==> src/rtl/conv_linebuf_ctrl_pkg.sv <==
// Shared definitions for the convolution line-buffer controller: state
// encoding and the supported kernel-size range.
package conv_ctrl_pkg;

    localparam int K_MIN = 2;
    localparam int K_MAX = 7;

    typedef enum logic [1:0] {
        ST_IDLE   = 2'd0,
        ST_FILL   = 2'd1,
        ST_STREAM = 2'd2,
        ST_DRAIN  = 2'd3
    } state_t;

endpackage

==> src/rtl/conv_linebuf_ctrl_if.sv <==
// Job/config, pixel-stream and line-FIFO control signals of the line-buffer
// controller. The master side issues jobs and pixels; the slave is the controller.
interface conv_linebuf_ctrl_if #(
    parameter int ROW_W    = 5,
    parameter int STRIDE_W = 3
);
    logic                start;
    logic [ROW_W-1:0]    row_len;
    logic [ROW_W-1:0]    num_rows;
    logic [STRIDE_W-1:0] stride;
    logic                in_valid;
    logic                empty;
    logic                ff_rst;
    logic                ff_wen;
    logic                ff_ren;
    logic [ROW_W-1:0]    ff_row_len;
    logic                win_valid;
    logic [ROW_W-1:0]    out_col;
    logic [ROW_W-1:0]    out_row;
    logic                busy;
    logic                done;
    logic                err;

    modport master (
        output start, row_len, num_rows, stride, in_valid, empty,
        input  ff_rst, ff_wen, ff_ren, ff_row_len, win_valid,
               out_col, out_row, busy, done, err
    );

    modport slave (
        input  start, row_len, num_rows, stride, in_valid, empty,
        output ff_rst, ff_wen, ff_ren, ff_row_len, win_valid,
               out_col, out_row, busy, done, err
    );
endinterface

==> src/rtl/conv_linebuf_ctrl_stride_phase_cnt.sv <==
// Stride-phase down-counter: zero marks positions that land on the stride grid,
// so window alignment is found without a divider.
module stride_phase_cnt #(
    parameter int W = 3
) (
    input  logic         clk,
    input  logic         rst,
    input  logic         load,
    input  logic         step,
    input  logic [W-1:0] stride,
    output logic         zero
);
    logic [W-1:0] phase;

    assign zero = (phase == '0);

    always_ff @(posedge clk) begin
        if (!rst) begin
            phase <= '0;
        end else if (load) begin
            phase <= '0;
        end else if (step) begin
            phase <= zero ? (stride - W'(1)) : (phase - W'(1));
        end
    end
endmodule

==> src/rtl/conv_linebuf_ctrl.sv <==
// Line-buffer sequencer for a KxK convolution window: validates the job, fills
// K-1 rows plus K-1 pixels, streams windows on the stride grid, then drains.
//
// state  | meaning
// -------+-----------------------------------------------------------
// IDLE   | waiting for start; config checked and latched on accept
// FILL   | writing FIFO until (K-1)*row_len+(K-1) beats are buffered
// STREAM | write + read per beat, windows reported, underflow flagged
// DRAIN  | frame complete, read out FIFO until empty, then done
module conv_linebuf_ctrl
    import conv_ctrl_pkg::*;
#(
    parameter int K        = 3,
    parameter int ROW_W    = 5,
    parameter int STRIDE_W = 3
) (
    input  logic                clk,
    input  logic                rst,
    conv_linebuf_ctrl_if.slave  bus
);
    localparam int FW = ROW_W + 3;
    localparam logic [ROW_W-1:0]    K_R   = ROW_W'(K);
    localparam logic [ROW_W-1:0]    KM1_R = ROW_W'(K - 1);
    localparam logic [STRIDE_W-1:0] K_S   = STRIDE_W'(K);
    localparam logic [FW-1:0]       KM1_F = FW'(K - 1);

    if (K < K_MIN || K > K_MAX) begin : g_k_range
        $error("conv_linebuf_ctrl: K outside supported range");
    end

    state_t              state;
    logic [ROW_W-1:0]    row_len_q, num_rows_q;
    logic [STRIDE_W-1:0] stride_q;
    logic [ROW_W-1:0]    col, row;
    logic [ROW_W-1:0]    win_col_cnt, win_row_cnt;
    logic [FW-1:0]       fill_cnt, fill_thr;
    logic                ff_rst_q, win_valid_q, done_q, err_q;
    logic [ROW_W-1:0]    out_col_q, out_row_q;

    logic cfg_bad, job_start, accept;
    logic col_last, row_last, col_ge, row_ge;
    logic col_zero, row_zero, win_hit;

    assign cfg_bad   = (bus.stride == '0) || (bus.stride > K_S) ||
                       (bus.row_len < K_R) || (bus.num_rows < K_R);
    assign job_start = (state == ST_IDLE) && bus.start && !cfg_bad;
    assign accept    = ((state == ST_FILL) || (state == ST_STREAM)) && bus.in_valid;

    assign col_last = (col == row_len_q - ROW_W'(1));
    assign row_last = (row == num_rows_q - ROW_W'(1));
    assign col_ge   = (col >= KM1_R);
    assign row_ge   = (row >= KM1_R);
    assign win_hit  = accept && col_ge && row_ge && col_zero && row_zero;

    assign bus.ff_wen     = accept;
    assign bus.ff_ren     = (state == ST_STREAM) ? (bus.in_valid & ~bus.empty) :
                            (state == ST_DRAIN)  ? ~bus.empty : 1'b0;
    assign bus.busy       = (state != ST_IDLE);
    assign bus.ff_row_len = row_len_q;
    assign bus.ff_rst     = ff_rst_q;
    assign bus.win_valid  = win_valid_q;
    assign bus.out_col    = out_col_q;
    assign bus.out_row    = out_row_q;
    assign bus.done       = done_q;
    assign bus.err        = err_q;

    // Column phase restarts at every row wrap so col=K-1 is always on-grid.
    stride_phase_cnt #(.W(STRIDE_W)) u_col_phase (
        .clk    (clk),
        .rst    (rst),
        .load   (job_start | (accept & col_last)),
        .step   (accept & col_ge & ~col_last),
        .stride (stride_q),
        .zero   (col_zero)
    );

    stride_phase_cnt #(.W(STRIDE_W)) u_row_phase (
        .clk    (clk),
        .rst    (rst),
        .load   (job_start),
        .step   (accept & col_last & row_ge),
        .stride (stride_q),
        .zero   (row_zero)
    );

    always_ff @(posedge clk) begin
        if (!rst) begin
            state       <= ST_IDLE;
            row_len_q   <= '0;
            num_rows_q  <= '0;
            stride_q    <= '0;
            col         <= '0;
            row         <= '0;
            win_col_cnt <= '0;
            win_row_cnt <= '0;
            fill_cnt    <= '0;
            fill_thr    <= '0;
            ff_rst_q    <= 1'b0;
            win_valid_q <= 1'b0;
            done_q      <= 1'b0;
            err_q       <= 1'b0;
            out_col_q   <= '0;
            out_row_q   <= '0;
        end else begin
            ff_rst_q    <= 1'b0;
            done_q      <= 1'b0;
            err_q       <= 1'b0;
            win_valid_q <= win_hit;

            if (win_hit) begin
                out_col_q   <= win_col_cnt;
                out_row_q   <= win_row_cnt;
                win_col_cnt <= win_col_cnt + ROW_W'(1);
            end

            // A row wrap overrides the window-column increment above.
            if (accept) begin
                if (col_last) begin
                    col         <= '0;
                    row         <= row + ROW_W'(1);
                    win_col_cnt <= '0;
                    if (row_ge && row_zero) win_row_cnt <= win_row_cnt + ROW_W'(1);
                end else begin
                    col <= col + ROW_W'(1);
                end
            end

            case (state)
                ST_IDLE: begin
                    if (bus.start) begin
                        if (cfg_bad) begin
                            err_q <= 1'b1;
                        end else begin
                            row_len_q   <= bus.row_len;
                            num_rows_q  <= bus.num_rows;
                            stride_q    <= bus.stride;
                            fill_thr    <= FW'(bus.row_len) * KM1_F + KM1_F;
                            fill_cnt    <= '0;
                            col         <= '0;
                            row         <= '0;
                            win_col_cnt <= '0;
                            win_row_cnt <= '0;
                            ff_rst_q    <= 1'b1;
                            state       <= ST_FILL;
                        end
                    end
                end
                ST_FILL: begin
                    if (accept) begin
                        fill_cnt <= fill_cnt + FW'(1);
                        if (col_last && row_last)
                            state <= ST_DRAIN;
                        else if (fill_cnt + FW'(1) == fill_thr)
                            state <= ST_STREAM;
                    end
                end
                ST_STREAM: begin
                    if (accept) begin
                        if (bus.empty) err_q <= 1'b1;
                        if (col_last && row_last) state <= ST_DRAIN;
                    end
                end
                ST_DRAIN: begin
                    if (bus.empty) begin
                        done_q <= 1'b1;
                        state  <= ST_IDLE;
                    end
                end
                default: state <= ST_IDLE;
            endcase
        end
    end
endmodule
==> src/flat_wrapper.sv <==
// flat-port wrapper written by rule: the top's interface ports become plain ports
module conv_linebuf_ctrl_flat import conv_ctrl_pkg::*;
#(
    parameter int K        = 3,
    parameter int ROW_W    = 5,
    parameter int STRIDE_W = 3
)
  (clk, rst, bus_start, bus_row_len, bus_num_rows, bus_stride, bus_in_valid, bus_empty, bus_ff_rst, bus_ff_wen, bus_ff_ren, bus_ff_row_len, bus_win_valid, bus_out_col, bus_out_row, bus_busy, bus_done, bus_err);
  conv_linebuf_ctrl_if #(.ROW_W(ROW_W), .STRIDE_W(STRIDE_W)) bus_i ();
  input  logic clk;
  input  logic rst;
  input wire logic [$bits(bus_i.start)-1:0] bus_start;
  input wire logic [$bits(bus_i.row_len)-1:0] bus_row_len;
  input wire logic [$bits(bus_i.num_rows)-1:0] bus_num_rows;
  input wire logic [$bits(bus_i.stride)-1:0] bus_stride;
  input wire logic [$bits(bus_i.in_valid)-1:0] bus_in_valid;
  input wire logic [$bits(bus_i.empty)-1:0] bus_empty;
  output wire logic [$bits(bus_i.ff_rst)-1:0] bus_ff_rst;
  output wire logic [$bits(bus_i.ff_wen)-1:0] bus_ff_wen;
  output wire logic [$bits(bus_i.ff_ren)-1:0] bus_ff_ren;
  output wire logic [$bits(bus_i.ff_row_len)-1:0] bus_ff_row_len;
  output wire logic [$bits(bus_i.win_valid)-1:0] bus_win_valid;
  output wire logic [$bits(bus_i.out_col)-1:0] bus_out_col;
  output wire logic [$bits(bus_i.out_row)-1:0] bus_out_row;
  output wire logic [$bits(bus_i.busy)-1:0] bus_busy;
  output wire logic [$bits(bus_i.done)-1:0] bus_done;
  output wire logic [$bits(bus_i.err)-1:0] bus_err;
  assign bus_i.start = bus_start;
  assign bus_i.row_len = bus_row_len;
  assign bus_i.num_rows = bus_num_rows;
  assign bus_i.stride = bus_stride;
  assign bus_i.in_valid = bus_in_valid;
  assign bus_i.empty = bus_empty;
  assign bus_ff_rst = bus_i.ff_rst;
  assign bus_ff_wen = bus_i.ff_wen;
  assign bus_ff_ren = bus_i.ff_ren;
  assign bus_ff_row_len = bus_i.ff_row_len;
  assign bus_win_valid = bus_i.win_valid;
  assign bus_out_col = bus_i.out_col;
  assign bus_out_row = bus_i.out_row;
  assign bus_busy = bus_i.busy;
  assign bus_done = bus_i.done;
  assign bus_err = bus_i.err;
  conv_linebuf_ctrl #(.K(K), .ROW_W(ROW_W), .STRIDE_W(STRIDE_W)) u_core (.clk(clk), .rst(rst), .bus(bus_i));
endmodule
==> config.mk <==
export PLATFORM = sky130hd
export DESIGN_NAME = conv_linebuf_ctrl_flat
export DESIGN_NICKNAME = d
export VERILOG_FILES = /design/src/rtl/conv_linebuf_ctrl_pkg.sv /design/src/rtl/conv_linebuf_ctrl_if.sv /design/src/rtl/conv_linebuf_ctrl_stride_phase_cnt.sv /design/src/rtl/conv_linebuf_ctrl.sv /design/src/flat_wrapper.sv
export SDC_FILE = /design/constraint.sdc
export NUM_CORES = 1
export LEC_CHECK = 0
export ABC_AREA = 1
export CELL_PAD_IN_SITES_DETAIL_PLACEMENT = 1
export CELL_PAD_IN_SITES_GLOBAL_PLACEMENT = 2
export CORE_UTILIZATION = 32
export CTS_CLUSTER_SIZE = 24
export DETAILED_ROUTE_END_ITERATION = 10
export PLACE_DENSITY_LB_ADDON = 0.2
export SETUP_SLACK_MARGIN = 0.2
export SLEW_MARGIN = 40
export SYNTH_ARGS = -nofsm -noshare
export SYNTH_HDL_FRONTEND = slang
export SYNTH_SLANG_ARGS = --single-unit
==> constraint.sdc <==
create_clock -name clk -period 2.5 [get_ports clk]
set_clock_uncertainty 0.15 [all_clocks]
set_input_delay 0.5 -clock clk [delete_from_list [all_inputs] [get_ports clk]]
set_output_delay 0.5 -clock clk [all_outputs]
set_load 0.02 [all_outputs]
==> impl_results.md, run 1 <==
- R2r startpoint: u_core.bus.ff_row_len[1]
- Routed Wire Length: 10.6 mm
- Final instance area: 0.00486 mm2
- Vias per cell: 4.82
- Layout Cells excl Fill: 753
- Period utilization: 0.865
- Initial DRC Count: 112
- Post-synthesis mux area share: 0.00266
- Worst-margin pin slew: 0.447 ns
- Synthesized area per cell: 7.07 um2
- Layout cells sized above 1: 0.151
- Synth cell types: 42
- Power density over cell area: 719 mW/mm2
- Gr usage total: 0.185
- Final setup viols: 0
- Sequential area share after synthesis: 0.367
- Number of core rows: 39
- RSZ-0062 raised after global routing: true
- Largest delay share family, worst path: simple AND/OR/NAND/NOR gates
- Full die area: 0.0122 mm2
- Final nets: 642
- Final-report hold violation count: 0
- Routed Antenna Nets: 0
- Cells after Synth: 533
- P_leak: 2.00 nW
- Arrival time worst endpoint: 2.28 ns
- Drt pass-1 iters: 4
- Final min period: 2.16 ns
- Starting density of the core: 0.329
- Synth Area in Adders: 0.0631
- Worst-path clk slew: 0.06 ns
- Worst Setup SP: u_core.bus.ff_row_len[1]
- Max VDD drop: 0.000404 V
- Syn Std Cell Area: 0.00377 mm2
- H-Tree Depth: 3
- Crit path to: u_core.u_row_phase.phase[0]
- Worst rel slew slack: 0.700
- Simple-gate share of the synthesized area: 0.314
- Synth warn: 0
- CP max-delay cell: dfxtp_2
- Worst-Skew Late Latency: 0.34 ns
- Crit Path Class: flip-flop to flip-flop
- CP max FO: 9
- Initial antenna violation count: 0
- Asr flop ratio synth: 0
- Crit path cell chain: inv_2, ha_2, inv_1, nand2_1, nand2_1, nor2_2, nand3_2, nor2_4, nand2_4, buf_6, nor2_4, buf_4, o21ai_0, a21oi_1
- R2R cell count: 14
- Worst hold slack: 0.313 ns
- Grt ovf: 0
- Peak Freq: 462 MHz
- Largest family of logic cells by synthesized area: simple AND/OR/NAND/NOR gates
- Compound-gate portion of the synthesized area: 0.132
- Reg-to-reg endpoint: u_core.u_row_phase.phase[0]
- Top_reg_cell synth: dfxtp_1
- First-pass GRT wire length: 18.1 mm
- Seq cells post-synth: 69
- # IOs: 40
- Core Box Area: 0.0115 mm2
- Die height: 111 um
- Mapped Nets: 570
- Outcome: finished clean
- Most common cell after layout, fill and taps aside: nand2_1
- Vias in the first global route: 3716
- Root Buffer: clkbuf_16
- Largest net degree at the start of global routing: 16
- Buffers on Ports: 39
- Cts hold-fix bufs: 0
- Worst Path Buf+Inv: 4
- Detailed placement HPWL: 8.13 mm
- Synth Area in XOR/XNOR: 0.0302
- TritonCTS Buffers: 9
- EDFF count, synth: 0
- # DRC: 0
- TritonCTS clock tree: built
- Die X: 111 um
- Dpl cells: 735
- Path type of the worst min-delay path: flip-flop to flip-flop
- Ant diodes: 0
- Fin. max-slew vios: 0
- Placed cell areas: 0.00454 mm2
- Setup crit end kind: flip-flop
- Most frequent cells in the layout: nand2_1 (135), dfxtp_1 (66), inv_1 (57)
- WL/cell: 14.1 um
- Kind of start point of the critical path: flip-flop
- Clock Sinks: 69
- Synthesis-to-layout area growth: 28.9%
- Max Cap Viol: 0
- CTS max path bufs: 2
- Gpl congestion: 0.761
- Flop-to-flop setup slack: 0.34 ns
- Worst Path Required: 2.62 ns
- Critical path depth in cells: 14
- CP max stage delay: 0.35 ns
- Via Count: 3627
-- stage by stage --
step                total power [mW]  setup WS (ns)  TNS, ns   util
floorplan                       1.85          0.451        0      -
global placement                2.26        -0.0191  -0.0379  0.396
detailed placement              2.28        -0.0492  -0.0758  0.396
CTS                             3.56          0.212        0  0.422
global route                    3.70          0.181        0  0.423
finish                          3.49          0.337        0  0.423
-- layer usage --
layer	wire, um	part of all wire	track usage	vias to the layer above
met3	330	0.031	0.0505	9
li1	-	-	-	1875
met2	5100	0.48	0.321	40
met4	93	0.0087	0.0453	0
met1	5120	0.48	0.227	1703
met5	0	0	0	-
-- cell usage after synthesis (all sizes together), types with 2 or more instances --
cell type / instances / share of area
xnor2: 2 / 0.0046
dfxtp: 69 / 0.37
ha: 19 / 0.063
a21oi: 39 / 0.055
buf: 8 / 0.013
xor2: 11 / 0.026
o22ai: 10 / 0.017
nor3: 5 / 0.0096
o211ai: 2 / 0.0040
o21ai: 32 / 0.045
nand4: 14 / 0.023
clkbuf: 3 / 0.0030
a211oi: 2 / 0.0053
nand3: 45 / 0.064
nand2: 138 / 0.14
clkinv: 3 / 0.0033
inv: 72 / 0.072
nor2: 48 / 0.063
or2: 2 / 0.0033
nand3b: 3 / 0.0060
-- how the worst min path moves through the flow --
stage | startpoint | endpoint | cells past startpoint
CTS | u_core.bus.out_col[2] | u_core.bus.out_col[2] | 2
floorplan | u_core.stride_q[2] | u_core.stride_q[2] | 2
global route | u_core.bus.out_col[2] | u_core.bus.out_col[2] | 2
global placement | u_core.u_col_phase.phase[1] | u_core.u_col_phase.phase[1] | 2
detailed placement | u_core.bus.out_col[2] | u_core.bus.out_col[2] | 2
finish | u_core.bus.out_col[2] | u_core.bus.out_col[2] | 2
-- tightest hold or removal path: cells and delay by family (launching register included) --
kind / cells / cell delay [ns]
and+or+nand+nor: 1 / 0.06
DFF: 1 / 0.31
AOI/OAI and AO/OA: 1 / 0.05
-- registers in the layout, indices dropped and copies added, names as in the netlist, 5 cells and up --
signal                 count
u_core.bus.ff_row_len      5
u_core.bus.out_col         5
u_core.bus.out_row         5
u_core.col                 5
u_core.fill_cnt            8
u_core.fill_thr            6
u_core.num_rows_q          5
u_core.row                 5
u_core.win_col_cnt         5
u_core.win_row_cnt         5
-- power breakdown --
part	switching [mW]	leakage, nW	total [mW]	internal [mW]
combinational	0.631	1.29	1.03	0.394
clock	0.481	0.148	1.26	0.776
sequential	0.0498	0.559	1.21	1.16
total	1.16	2.00	3.49	2.33
-- layout make-up --
cell class / count / area, um2
sequential: 69 / 1390
multi-input combinational: 378 / 2060
timing repair buffer: 72 / 656
inverter: 75 / 283
fill: 1447 / 6610
clock buffer: 13 / 280
tap: 143 / 179
clock inverter: 3 / 17.5
-- what timing repair did --
| item | 4_1_cts | 5_1_grt |
|---|---|---|
| gates resized for setup | 5 | 13 |
| pin swaps | 1 | 2 |
| endpoints found under the setup margin | 5 | 10 |
| buffers inserted | 1 | 1 |
-- logic make-up (layout without fill, tap and decap cells) --
logic type / after synthesis / after routing
buffers and inverters: 86 / 163
AO/OA/AOI/OAI: 88 / 88
flip-flops: 69 / 69
adder cells (fa/ha/maj): 19 / 19
XOR/XNOR: 13 / 13
multiplexers: 1 / 1
AND/OR/NAND/NOR: 257 / 257
Note: power is estimated with default switching activity, not from simulation.
==> run 2: changes to the inputs <==
--- a/config.mk
+++ b/config.mk
@@ -8,8 +8,8 @@
 export ABC_AREA = 1
 export CELL_PAD_IN_SITES_DETAIL_PLACEMENT = 1
 export CELL_PAD_IN_SITES_GLOBAL_PLACEMENT = 2
+export CORE_MARGIN = 5
 export CORE_UTILIZATION = 32
-export CTS_CLUSTER_SIZE = 24
 export DETAILED_ROUTE_END_ITERATION = 10
 export PLACE_DENSITY_LB_ADDON = 0.2
 export SETUP_SLACK_MARGIN = 0.2
==> run 2 against run 1 <==
Compared with the run above: combinational power about the same; largest power group unchanged; hold slack worse by 0.0011 ns; design area up 0.13%; critical path depth down 3; flip-flop and latch count unchanged; clock power about the same; register-to-register slack better by 0.05 ns; total power up 1.2%.
==> impl_results.md, run 2 (synthesized netlist as in run 1, its figures left out) <==
- Outcome: finished clean
- Final setup viols: 0
- Layout cells sized above 1: 0.146
- Max reg flops: 8
- Routed Antenna Nets: 0
- Largest net degree at the start of global routing: 16
- Most flop-heavy register: u_core.fill_cnt
- Worst-path clk slew: 0.06 ns
- Worst-Skew Late Latency: 0.35 ns
- WL/cell: 14.0 um
- Detailed placement HPWL: 8.23 mm
- Peak Freq: 470 MHz
- Starting density of the core: 0.329
- Worst rel slew slack: 0.654
- Gpl congestion: 0.753
- Synthesis-to-layout area growth: 29.0%
- Most frequent cells in the layout: nand2_1 (135), dfxtp_1 (66), inv_1 (58)
- Full die area: 0.0140 mm2
- Gr usage total: 0.157
- # DRC: 0
- Worst Path Required: 2.58 ns
- First-pass GRT wire length: 18.1 mm
- Final Core Density: 0.424
- Buffers on Ports: 39
- Worst Setup SP: bus_stride[1]
- Routed Wire Length: 10.5 mm
- P_leak: 1.98 nW
- Die height: 119 um
- Worst-margin pin slew: 0.520 ns
- Vias in the first global route: 3773
- RSZ-0062 raised after global routing: false
- Ant diodes: 0
- CTS max path bufs: 2
- Die X: 119 um
- Final instance area: 0.00486 mm2
- Fin. max-slew vios: 0
- Number of core rows: 39
- Clock Sinks: 69
- Vias per cell: 4.83
- # IOs: 40
- Crit Path Class: primary input to flip-flop
- TritonCTS Buffers: 9
- Period utilization: 0.851
- TritonCTS clock tree: built
- Final min period: 2.13 ns
- H-Tree Depth: 3
- Root Buffer: clkbuf_16
- Most common cell after layout, fill and taps aside: nand2_1
- Max VDD drop: 0.000435 V
- Core Box Area: 0.0115 mm2
- Power density over cell area: 726 mW/mm2
- Largest registers: u_core.fill_cnt x8, u_core.fill_thr x6
- R2r startpoint: u_core.bus.ff_row_len[1]
- Placed cell areas: 0.00456 mm2
- Final-report hold violation count: 0
- Via Count: 3635
- Startpoint of the worst hold path: u_core.stride_q[2]
- Final nets: 642
- Max Cap Viol: 0
- Arrival time worst endpoint: 2.20 ns
- Kind of start point of the critical path: primary input
- CP max FO: 9
- Setup crit end kind: flip-flop
- Path type of the worst min-delay path: flip-flop to flip-flop
- Drt pass-1 iters: 6
- Initial DRC Count: 118
- Initial antenna violation count: 0
- Grt ovf: 0
==> run 2: final cells by class <==
class / count / area (um2)
clock buffers: 9 / 225
flip-flops and latches: 69 / 1390
inverters: 75 / 283
clock inverters: 7 / 76.3
repair buffers: 72 / 664
well taps: 143 / 179
multi-input cells: 378 / 2050
fillers: 1446 / 6610
==> run 2: where the power goes <==
group / leakage (nW) / internal (mW) / switching [mW] / total [mW]
registers: 0.559 / 1.16 / 0.0495 / 1.21
clock network: 0.130 / 0.773 / 0.520 / 1.29
logic: 1.29 / 0.415 / 0.617 / 1.03
==> run 2: worst max-delay path, stage by stage <==
cell and delay [ns]:
clkdlybuf4s50_1 0.46, inv_1 0.05, a21oi_1 0.19, nand3_1 0.17
buf_4 0.18, nand2_1 0.06, and3_1 0.20, buf_12 0.13
o21ai_4 0.09, nand2_1 0.10, a21oi_1 0.06
==> run 2: per-layer routing <==
metal | global-route usage | vias to the layer above | wire length (um)
met5 | 0 | - | 0
met4 | 0.0560 | 0 | 187
met3 | 0.0392 | 17 | 284
met2 | 0.265 | 36 | 5040
met1 | 0.195 | 1695 | 5010
li1 | - | 1887 | -
==> run 2: repair_timing <==
item,4_1_cts,5_1_grt
pin swaps,0,2
hold buffers,0,0
setup endpoints to repair,3,9
buffers inserted,0,1
resized for setup,5,8
==> run 2: worst paths after layout <==
| path | end | slack [ns] | cells past startpoint |
|---|---|---|---|
| max reg2reg | u_core.u_row_phase.phase[0] | 0.39 | 14 |
| max | u_core.fill_cnt[6] | 0.37 | 11 |
| min reg2reg | u_core.stride_q[2] | 0.31 | 2 |
| min | u_core.stride_q[2] | 0.31 | 2 |
==> run 2: per-stage QoR <==
| stage | setup slack, ns | power (mW) | hold slack [ns] | setup TNS, ns | std cells |
|---|---|---|---|---|---|
| floorplan | 0.451 | 1.85 | 0.280 | 0 | 533 |
| global placement | -0.0191 | 2.27 | 0.296 | -0.0349 | 736 |
| detailed placement | -0.0613 | 2.29 | 0.303 | -0.118 | 736 |
| CTS | 0.168 | 3.59 | 0.312 | 0 | 752 |
| global route | 0.202 | 3.74 | 0.333 | 0 | 753 |
| finish | 0.373 | 3.53 | 0.312 | 0 | 753 |
